`config.mk`:
```
export PLATFORM = sky130hd
export DESIGN_NAME = gpio_serial_loader
export DESIGN_NICKNAME = d
export VERILOG_FILES = /design/src/rtl/gpio_loader_pkg.sv /design/src/rtl/gpio_loader_tick.sv /design/src/rtl/gpio_serial_loader.sv
export SDC_FILE = /design/constraint.sdc
export NUM_CORES = 1
export LEC_CHECK = 0
export BUFFER_PORTS_ARGS = -buffer_cell sky130_fd_sc_hd__buf_2
export CORE_MARGIN = 1.5
export CORE_UTILIZATION = 50
export CTS_BUF_LIST = sky130_fd_sc_hd__clkbuf_4 sky130_fd_sc_hd__clkbuf_8
export CTS_CLUSTER_DIAMETER = 60
export DETAILED_ROUTE_END_ITERATION = 6
export GPL_TIMING_DRIVEN = 0
export PLACE_DENSITY_LB_ADDON = 0.15
export REMOVE_ABC_BUFFERS = 1
export SLEW_MARGIN = 25
export SYNTH_ARGS = -nofsm -noshare
export SYNTH_HDL_FRONTEND = slang
export SYNTH_SLANG_ARGS = --single-unit
```
`constraint.sdc`:
```
create_clock -name mclk -period 3.66 [get_ports mclk]
set_clock_uncertainty 0.15 [all_clocks]
set_input_delay 0.549 -clock mclk [delete_from_list [all_inputs] [get_ports mclk]]
set_output_delay 0.549 -clock mclk [all_outputs]
set_load 0.05 [all_outputs]
```
`src/rtl/gpio_loader_pkg.sv`:
```
// Shared types and defaults for the GPIO pad-chain serial loader.
// Optional build macro used by the top: GPIO_LOADER_AUTOSTART_EN.
package gpio_loader_pkg;

  localparam int GPIO_LDR_PAD_BITS = 12;
  localparam int GPIO_LDR_NUM_PADS = 15;

  typedef enum logic [2:0] {
    ST_IDLE,
    ST_FETCH,
    ST_CAPTURE,
    ST_SHIFT_LO,
    ST_SHIFT_HI,
    ST_SETTLE,
    ST_LOAD,
    ST_DONE
  } gpio_ldr_state_t;

  // Counter width that stays legal when a count of one collapses $clog2 to zero.
  function automatic int cnt_w(input int n);
    return (n > 1) ? $clog2(n) : 1;
  endfunction

endpackage

```
`src/rtl/gpio_loader_tick.sv`:
```
// Serial-clock phase timer: reloads on every state entry, then counts
// CLK_DIV cycles down and flags the last cycle of the phase.
module gpio_loader_tick
  import gpio_loader_pkg::*;
#(
  parameter int CLK_DIV = 2
) (
  input  logic i_clk,
  input  logic i_rst,
  input  logic i_reload,
  output logic o_phase_end
);

  localparam int PW = $clog2(CLK_DIV) + 1;
  localparam logic [PW-1:0] RELOAD = PW'(CLK_DIV - 1);

  logic [PW-1:0] r_cnt;

  // Holds at zero rather than wrapping if a state outlives its phase.
  always_ff @(posedge i_clk) begin
    if (i_rst) begin
      r_cnt <= '0;
    end else if (i_reload) begin
      r_cnt <= RELOAD;
    end else if (r_cnt != '0) begin
      r_cnt <= r_cnt - 1'b1;
    end
  end

  assign o_phase_end = (r_cnt == '0);

endmodule

```
`src/rtl/gpio_serial_loader.sv`:
```
// Fetches per-pad control words and shifts them down the pad chain, then pulses load.
// Build option GPIO_LOADER_AUTOSTART_EN: one automatic load right after reset release.
module gpio_serial_loader
  import gpio_loader_pkg::*;
#(
  parameter int NUM_PADS      = GPIO_LDR_NUM_PADS,
  parameter int PAD_CTRL_BITS = GPIO_LDR_PAD_BITS,
  parameter int CLK_DIV       = 2,
  parameter int AW            = 4
) (
  input  logic                     mclk,
  input  logic                     reset,
  input  logic                     start,
  output logic                     busy,
  output logic                     done,
  output logic                     cfg_rd_en,
  output logic [AW-1:0]            cfg_rd_addr,
  input  logic [PAD_CTRL_BITS-1:0] cfg_rd_data,
  output logic                     serial_clock_out,
  output logic                     serial_data_out,
  output logic                     serial_load_out,
  output logic                     serial_resetn_out
);

  localparam int PADW = cnt_w(NUM_PADS);
  localparam int BITW = cnt_w(PAD_CTRL_BITS);
  localparam int MSB  = PAD_CTRL_BITS - 1;
  localparam logic [PADW-1:0] PAD_LAST = PADW'(NUM_PADS - 1);
  localparam logic [BITW-1:0] BIT_LAST = BITW'(PAD_CTRL_BITS - 1);

  gpio_ldr_state_t          r_state, w_next;
  logic [PADW-1:0]          r_pad, w_pad_nxt;
  logic [BITW-1:0]          r_bit, w_bit_nxt;
  logic [PAD_CTRL_BITS-1:0] r_shift;
  logic                     r_pend;
  logic                     w_start, w_phase_end, w_reload, w_next_bit;
  logic                     r_busy, r_done, r_rd_en, r_sclk, r_sdat, r_load, r_resetn;
  logic [AW-1:0]            r_addr;

`ifdef GPIO_LOADER_AUTOSTART_EN
  // Fires in the first cycle the chain sees resetn high.
  logic [1:0] r_rst_pipe;
  always_ff @(posedge mclk) begin
    r_rst_pipe <= {r_rst_pipe[0], reset};
  end
  assign w_start = start | r_pend | (r_rst_pipe[1] & ~r_rst_pipe[0] & ~reset);
`else
  assign w_start = start | r_pend;
`endif

  gpio_loader_tick #(
    .CLK_DIV(CLK_DIV)
  ) u_tick (
    .i_clk      (mclk),
    .i_rst      (reset),
    .i_reload   (w_reload),
    .o_phase_end(w_phase_end)
  );

  always_comb begin
    w_next    = r_state;
    w_pad_nxt = r_pad;
    w_bit_nxt = r_bit;
    case (r_state)
      ST_IDLE: begin
        if (w_start) begin
          w_next    = ST_FETCH;
          w_pad_nxt = PAD_LAST;
        end
      end
      ST_FETCH:   w_next = ST_CAPTURE;
      ST_CAPTURE: begin
        w_next    = ST_SHIFT_LO;
        w_bit_nxt = BIT_LAST;
      end
      ST_SHIFT_LO: begin
        if (w_phase_end) w_next = ST_SHIFT_HI;
      end
      ST_SHIFT_HI: begin
        if (w_phase_end) begin
          if (r_bit != '0) begin
            w_next    = ST_SHIFT_LO;
            w_bit_nxt = r_bit - 1'b1;
          end else if (r_pad != '0) begin
            w_next    = ST_FETCH;
            w_pad_nxt = r_pad - 1'b1;
          end else begin
            w_next = ST_SETTLE;
          end
        end
      end
      ST_SETTLE: begin
        if (w_phase_end) w_next = ST_LOAD;
      end
      ST_LOAD: begin
        if (w_phase_end) w_next = ST_DONE;
      end
      ST_DONE: w_next = ST_IDLE;
      default: w_next = ST_IDLE;
    endcase
  end

  assign w_reload   = (w_next != r_state);
  assign w_next_bit = (r_state == ST_SHIFT_HI) && (w_next == ST_SHIFT_LO);

  // Outputs are decoded from the next state so each one is a flop aligned with its state.
  always_ff @(posedge mclk) begin
    r_resetn <= ~reset;
    if (reset) begin
      r_state <= ST_IDLE;
      r_pad   <= '0;
      r_bit   <= '0;
      r_pend  <= 1'b0;
      r_busy  <= 1'b0;
      r_done  <= 1'b0;
      r_rd_en <= 1'b0;
      r_addr  <= '0;
      r_sclk  <= 1'b0;
      r_sdat  <= 1'b0;
      r_load  <= 1'b0;
    end else begin
      r_state <= w_next;
      r_pad   <= w_pad_nxt;
      r_bit   <= w_bit_nxt;
      r_pend  <= (r_state == ST_DONE) && start;
      r_busy  <= (w_next != ST_IDLE);
      r_done  <= (w_next == ST_DONE);
      r_rd_en <= (w_next == ST_FETCH);
      r_sclk  <= (w_next == ST_SHIFT_HI);
      r_load  <= (w_next == ST_LOAD);
      if (w_next == ST_FETCH) r_addr <= AW'(w_pad_nxt);
      if (r_state == ST_CAPTURE) r_sdat <= cfg_rd_data[MSB];
      else if (w_next_bit) r_sdat <= r_shift[MSB];
    end
  end

  // Holds the bits still to be sent; the MSB is already on serial_data_out.
  always_ff @(posedge mclk) begin
    if (r_state == ST_CAPTURE) r_shift <= cfg_rd_data << 1;
    else if (w_next_bit) r_shift <= r_shift << 1;
  end

  assign busy              = r_busy;
  assign done              = r_done;
  assign cfg_rd_en         = r_rd_en;
  assign cfg_rd_addr       = r_addr;
  assign serial_clock_out  = r_sclk;
  assign serial_data_out   = r_sdat;
  assign serial_load_out   = r_load;
  assign serial_resetn_out = r_resetn;

endmodule

```
==> flow_summary.ini, run 1 <==
[flow_run]
maxCapViolations = 0

[pwr]
vdd.ir_drop.worst_mv = 0.301
power_per_cell_area_nw_per_um2 = 483
total_leakage_power_nw = 0.801
power_mw = 0.891

[global_routing]
grt_start_max_net_pins = 23
global_route.usage.total = 0.191
antenna_found_initial = 0
grt_pass1_vias = 1129
grt_pass1_wl_um = 4970
gr-total-overflow = 0

[synthesis]
ys_seq_area_frac = 0.506
syn_avg_cell_area_sq_um = 9.39
syn_area_sq_um = 1640
synth_cells = 175
yosysWarnings = 0
synth.ff_latch_count = 36
yosysUniqueCellTypes = 40

[floorplanning]
floorplan.die_area_sq_um = 3640
pin_count = 26
fp.dieW_um = 60.3
floorplan.core_area_sq_um = 3080
initial_cell_density_of_the_core = 0.534
floorplan.rows = 20
die-height_um = 60.3

[worst_setup_path]
r2r_start = r_pad[0]$_SDFF_PP0_
worst_path_max_delay_cell = or3b_2
critical_path.cell_chain = inv_1 > ha_1 > or3b_2 > o211ai_2 > nand3b_2 > nand3_2 > mux2_2
setup.worst_path.class = reg2reg
cpPeakStageDelay_ps = 500
critical_path.startpoint_type = register
worst_ep_required_time_ps = 3750
critPathArrivalTime_ps = 2320
rr_endpoint = cfg_rd_addr[0]$_SDFFE_PP0P_
internal_reg_to_reg_setup_slack_ps = 1420
crit_end = cfg_rd_addr[0]$_SDFFE_PP0P_
reg2reg_depth = 7
worst_setup_path_end_kind = register
critical_path.max_fanout = 6
critPathLaunch = r_pad[0]$_SDFF_PP0_

[sta]
timing.final.max_slew_violations = 0
timing.final.ws_setup_ps = 1420
total_negative_slack_for_setup_checks_ps = 0
rsz0062_at_grt = false
finalSetupViolations = 0
finalCritPeriodShare = 0.611
clock.fmax_mhz = 447
report.final.hold_viol_count = 0
actual_slew_at_the_worst_max_slew_pin_ps = 487
timing.hold.ws_ps = 301
worst_slew_margin_rel = 0.676
fin_crit_ps = 2240

[clock_tree]
cts_tree = built
clock_sinks = 36
root_buffer = clkbuf_4
postCtsResizedCells = 0
postCtsSetupBuffers = 0
cts_buffers = 5
cts-hold-fix-buffers = 0
h-tree-depth = 2
path_clk_slew_ps = 100
clock_path_buffers = 2
clock_insertion_delay_worst_skew_ps = 340

[drt]
drc = 0
vias_per_cell = 5.15
count_of_vias_placed_by_the_detailed_router = 1257
average_wire_length_per_cell_after_detail_routing_um = 12.5
detailed_route_iter0_violations = 44
antenna_violating_nets_post_route = 0
first_pass_iters = 4
finalWirelength_um = 3060

[place]
gpl.final_weighted_congestion = 0.737
portBuffers = 25
pre_cts_slack_ps = 1440
detailedPlacementHpwl_um = 2190

[finish]
final_layout_size_suffix_gt1_frac = 0.220
syn_to_final_growth_pct = 12.3
antenna_cells = 0
finalNetCount = 218
highest_count_cells_in_the_layout_ignoring_fill_and_taps = 41 x nand2_1, 25 x dfxtp_1, 25 x buf_2, 13 x nor2_1, 11 x edfxtp_1
layout.cells.most_common = nand2_1
layout.core_utilization = 0.600

[hold_path]
worstHoldPathType = in2reg
min-delay-start = start

[run_status]
outcome = completed
==> cell families after synthesis <==
| family | Yosys count | synth area share |
|---|---|---|
| and+or+nand+nor | 92 | 0.289 |
| adders and majority gates | 4 | 0.0305 |
| buffers and inverters | 16 | 0.0388 |
| DFF | 36 | 0.506 |
| xor gates and xnor gates | 3 | 0.0160 |
| AOI/OAI and AO/OA | 19 | 0.0868 |
| muxes | 5 | 0.0335 |
==> metrics by stage <==
step,area (sq um),cells
2_1_floorplan,1610,167
3_3_place_gp,1790,236
3_5_place_dp,1790,236
4_1_cts,1850,244
5_1_grt,1850,244
6_report,1850,244
==> area by class of cell <==
| type | instances | area, sq um |
|---|---|---|
| Fill cell | 293 | 1230 |
| Sequential cell | 36 | 831 |
| Timing Repair Buffer | 25 | 125 |
| Tap cell | 44 | 55.1 |
| Inverter | 8 | 30.0 |
| Multi-Input combinational cell | 123 | 748 |
| Clock inverter | 1 | 3.75 |
| Clock buffer | 7 | 52.6 |
==> cells in the mapped netlist (all sizes together) <==
cell type  number  share of area
xnor2           1         0.0053
and4bb          1         0.0099
clkbuf          5          0.011
nand2          41          0.094
or4             1         0.0069
edfxtp         11           0.20
nor2           13          0.030
mux2i           1         0.0061
or3             1         0.0038
xor2            2          0.011
a31oi           4          0.019
nor4            2         0.0076
a2bb2oi         1         0.0053
nand3b          1         0.0069
o21ai           2         0.0061
nand2b          1         0.0038
nor3b           1          0.011
nand3           8          0.030
nand4           1         0.0038
or3b            3          0.016
ha              4          0.030
o21a            1         0.0046
and2            2         0.0076
o211ai          1         0.0076
nor3            7          0.021
dfxtp          25           0.30
buf             3         0.0091
inv             8          0.018
a21oi           5          0.015
nor2b           4          0.015
a211oi          3          0.014
mux2            4          0.027
a22o            1         0.0061
and4            1         0.0053
a311oi          1         0.0091
and3            4          0.015
==> flip-flops by register name (all words and copies together), names as in the netlist <==
register / count
r_pend: 1
cfg_rd_addr: 4
u_tick.r_cnt: 2
serial_resetn_out: 1
busy: 1
cfg_rd_en: 1
serial_data_out: 1
done: 1
r_bit: 4
serial_load_out: 1
serial_clock_out: 1
r_pad: 4
r_state: 3
r_shift: 11
==> worst min path at each step <==
| stage | endpoint | depth (start not counted) |
|---|---|---|
| after floorplan | r_bit[0]$_SDFFE_PP0P_ | 1 |
| after global placement | r_bit[0]$_SDFFE_PP0P_ | 1 |
| after detailed placement | u_tick.r_cnt[1]$_SDFFE_PP0P_ | 2 |
| after CTS | r_pend$_SDFF_PP0_ | 3 |
| after global routing | r_pend$_SDFF_PP0_ | 3 |
| final | r_pend$_SDFF_PP0_ | 3 |
==> worst max-delay path, delay by kind of cell, from the launching register on <==
kind                       cells  cell delay, ps
and+or+nand+nor                3             820
DFF                            1             340
muxes                          1             340
AOI/OAI and AO/OA              1             220
adders and majority gates      1             190
buffers and inverters          1              70
==> layer usage <==
layer	track usage	part of all wire
met5	0	0
met4	0.0857	0.018
met3	0.0671	0.043
met2	0.332	0.49
met1	0.207	0.45
==> power by group <==
group          switching (mW)  internal [mW]  leakage [nW]
Combinational           0.133         0.0749         0.460
Sequential             0.0220          0.451         0.307
Clock                   0.121         0.0886        0.0338
Total                   0.277          0.614         0.801
No activity file was read; power rests on OpenSTA's default activity.
==> inputs of run 2 (changes only) <==
- ABC_AREA: not set -> 1
- clock period: 3.66 -> 2.2 ns (I/O delays scaled with it)
==> run 2 against run 1 <==
  * Count of clock-buffer cells in the layout unchanged
  * Maximum frequency increased by 12%
  * Critical path depth increased by 2
  * Final area increased by 11%
  * Setup slack got worse by 1200 ps
  * Largest cell class is now multi-input gates
  * Via count increased by 23%
  * Combinational power increased to 8.0 times the previous value
  * Sequential share of layout area decreased by 4.4 points
  * Highest routed layer unchanged
  * Area after synthesis increased by 11%
  * Worst hold slack got worse by 200 ps
  * Sequential power increased by 130%
  * Largest power group is now combinational logic
  * Cell count increased by 30%
==> flow_summary.ini, run 2 <==
[worst_setup_path]
rr_endpoint = r_shift[1]$_SDFFCE_PN0P_
critical_path.startpoint_type = register
r2r_start = u_tick.r_cnt[0]$_SDFFE_PP0P_
worst_setup_path_end_kind = register
reg2reg_depth = 9
setup.worst_path.class = reg2reg
worst_ep_required_time_ps = 2080
critical_path.max_fanout = 11
critPathArrivalTime_ps = 1870
internal_reg_to_reg_setup_slack_ps = 210

[finish]
max_flop_register = r_shift
fin_area_sq_um = 2050
final_layout_size_suffix_gt1_frac = 0.207
syn_to_final_growth_pct = 12.1
layout.core_utilization = 0.599
highest_count_cells_in_the_layout_ignoring_fill_and_taps = 79 x nand2_1, 35 x nor2_1, 25 x dfxtp_1, 25 x buf_2, 24 x inv_1
finalNetCount = 288
antenna_cells = 0
layout.cells.most_common = nand2_1
largest_register_ff_count = 11

[clock_tree]
root_buffer = clkbuf_4
clock_insertion_delay_worst_skew_ps = 340
path_clk_slew_ps = 100
cts_tree = built
clock_sinks = 36
postCtsSetupBuffers = 0
h-tree-depth = 2
clock_path_buffers = 2
cts_buffers = 5

[hold_path]
min-delay-start = start
worstHoldPathType = in2reg
hold-path-cell-count = 3
timing.hold.worst_endpoint = r_pend$_SDFF_PP0_

[drt]
average_wire_length_per_cell_after_detail_routing_um = 10.6
finalWirelength_um = 3340
vias_per_cell = 4.88
antenna_violating_nets_post_route = 0
first_pass_iters = 4
drc = 0
detailed_route_iter0_violations = 59
count_of_vias_placed_by_the_detailed_router = 1541

[place]
detailedPlacementHpwl_um = 2440
portBuffers = 25
gpl.final_weighted_congestion = 0.891
detailed_place.area_sq_um = 1970

[synthesis]
synth.ff_latch_count = 36
synth_largest_type_area_fraction = 0.274
synth_cells = 242
dominantRegCellSynth = dfxtp_1
yosysUniqueCellTypes = 30
syn_area_sq_um = 1830
synth_top_cells_by_count = 80 x nand2_1, 35 x nor2_1, 25 x dfxtp_1, 24 x inv_1, 11 x edfxtp_1
syn_avg_cell_area_sq_um = 7.55
postSynth.asyncResetShare = 0
yosys.area.top_type = dfxtp_1
yosysWarnings = 0
synth_enable_flop_cells = 11
ys_seq_area_frac = 0.455
synth.most_common_cell = nand2_1
yosys-top-cells-area = dfxtp_1 27%, edfxtp_1 18%, nand2_1 16%, nor2_1 7.2%, inv_1 4.9%

[sta]
finalCritPeriodShare = 0.905
clock.fmax_mhz = 502
timing.final.max_slew_violations = 0
rsz0062_at_grt = false
timing.hold.ws_ps = 99.1
worst_slew_margin_rel = 0.736
finalSetupViolations = 0
actual_slew_at_the_worst_max_slew_pin_ps = 395
fin_crit_ps = 1990
report.final.hold_viol_count = 0

[pwr]
power.sequential.fraction = 0.347
p_int_mw = 1.66
share_comb_of_total_power = 0.529
power_per_cell_area_nw_per_um2 = 1540
total_leakage_power_nw = 0.996
switching_power_mw = 1.48
switching_share = 0.472
share_clk_of_total_power = 0.123
power_mw = 3.14
vdd.ir_drop.worst_mv = 0.735

[global_routing]
grt_start_max_net_pins = 19
grt_pass1_wl_um = 5950
grt_pass1_vias = 1400
gr-total-overflow = 0
global_route.usage.total = 0.190
antenna_found_initial = 0

[floorplanning]
pin_count = 26
floorplan.die_area_sq_um = 4030
floorplan.rows = 21
floorplan.core_area_sq_um = 3420
fp.dieW_um = 63.4
die-height_um = 63.4
initial_cell_density_of_the_core = 0.535

[run_status]
outcome = completed

[flow_run]
maxCapViolations = 0
-- run 2: logic make-up after synthesis --
group / after synthesis / synth area share
simple gates: 151 / 0.380
xor+xnor: 1 / 0.00480
compound gates: 16 / 0.0534
flops: 36 / 0.455
fa+ha+maj: 4 / 0.0274
buf+inv: 34 / 0.0795
-- run 2: per-stage QoR --
| stage | TNS, ps | setup slack [ps] | cells |
|---|---|---|---|
| after detailed placement | -79.6 | -7.41 | 308 |
| after global routing | 0 | 22.8 | 316 |
| after global placement | 0 | 2.20 | 308 |
| after CTS | 0 | 158 | 316 |
| final | 0 | 208 | 316 |
| after floorplan | 0 | 313 | 237 |
-- run 2: repair_timing --
action | in CTS | in global routing
endpoints found under the setup margin | 11 | 12
hold buffers | 0 | 0
gates resized for setup | 1 | 1
-- run 2: worst max-delay path by stage --
stage / startpoint / endpoint / slack (ps)
floorplan: u_tick.r_cnt[0]$_SDFFE_PP0P_ / r_shift[10]$_DFFE_PP_ / 310
CTS: r_state[0]$_SDFF_PP0_ / r_shift[1]$_SDFFCE_PN0P_ / 160
global route: u_tick.r_cnt[0]$_SDFFE_PP0P_ / r_shift[1]$_SDFFCE_PN0P_ / 20
detailed placement: r_state[0]$_SDFF_PP0_ / r_shift[9]$_DFFE_PP_ / -7
finish: u_tick.r_cnt[0]$_SDFFE_PP0P_ / r_shift[1]$_SDFFCE_PN0P_ / 210
global placement: r_state[0]$_SDFF_PP0_ / r_shift[6]$_DFFE_PP_ / 2
-- run 2: cell type report --
type / instances / area [sq um]
inverter: 29 / 109
tap: 46 / 57.6
multi-input combinational: 172 / 858
fill: 329 / 1370
sequential: 36 / 831
clock buffer: 7 / 58.8
clock inverter: 1 / 7.51
timing repair buffer: 25 / 125
-- run 2: power by group through the flow --
stage                     logic, mW  registers, mW  clock network (mW)
final                          1.66           1.09               0.388
after global routing           1.91           1.12               0.429
after CTS                      1.68           1.09               0.397
after detailed placement       1.67           1.10                   0
after global placement         1.65           1.10                   0
after floorplan                1.19           1.26                   0
-- run 2: metal layers --
layer / track usage / share of wire
met1: 0.243 / 0.48
met2: 0.301 / 0.45
met3: 0.0625 / 0.051
met4: 0.0652 / 0.014
met5: 0 / 0
-- run 2: worst max-delay path, stage by stage (launching register included) --
cell	delay (ps)
dfxtp_1	350
inv_1	60
ha_1	260
inv_1	70
nand2_1	60
nand2_1	120
nand3_4	110
inv_2	130
nand3_2	110
nand2_2	250
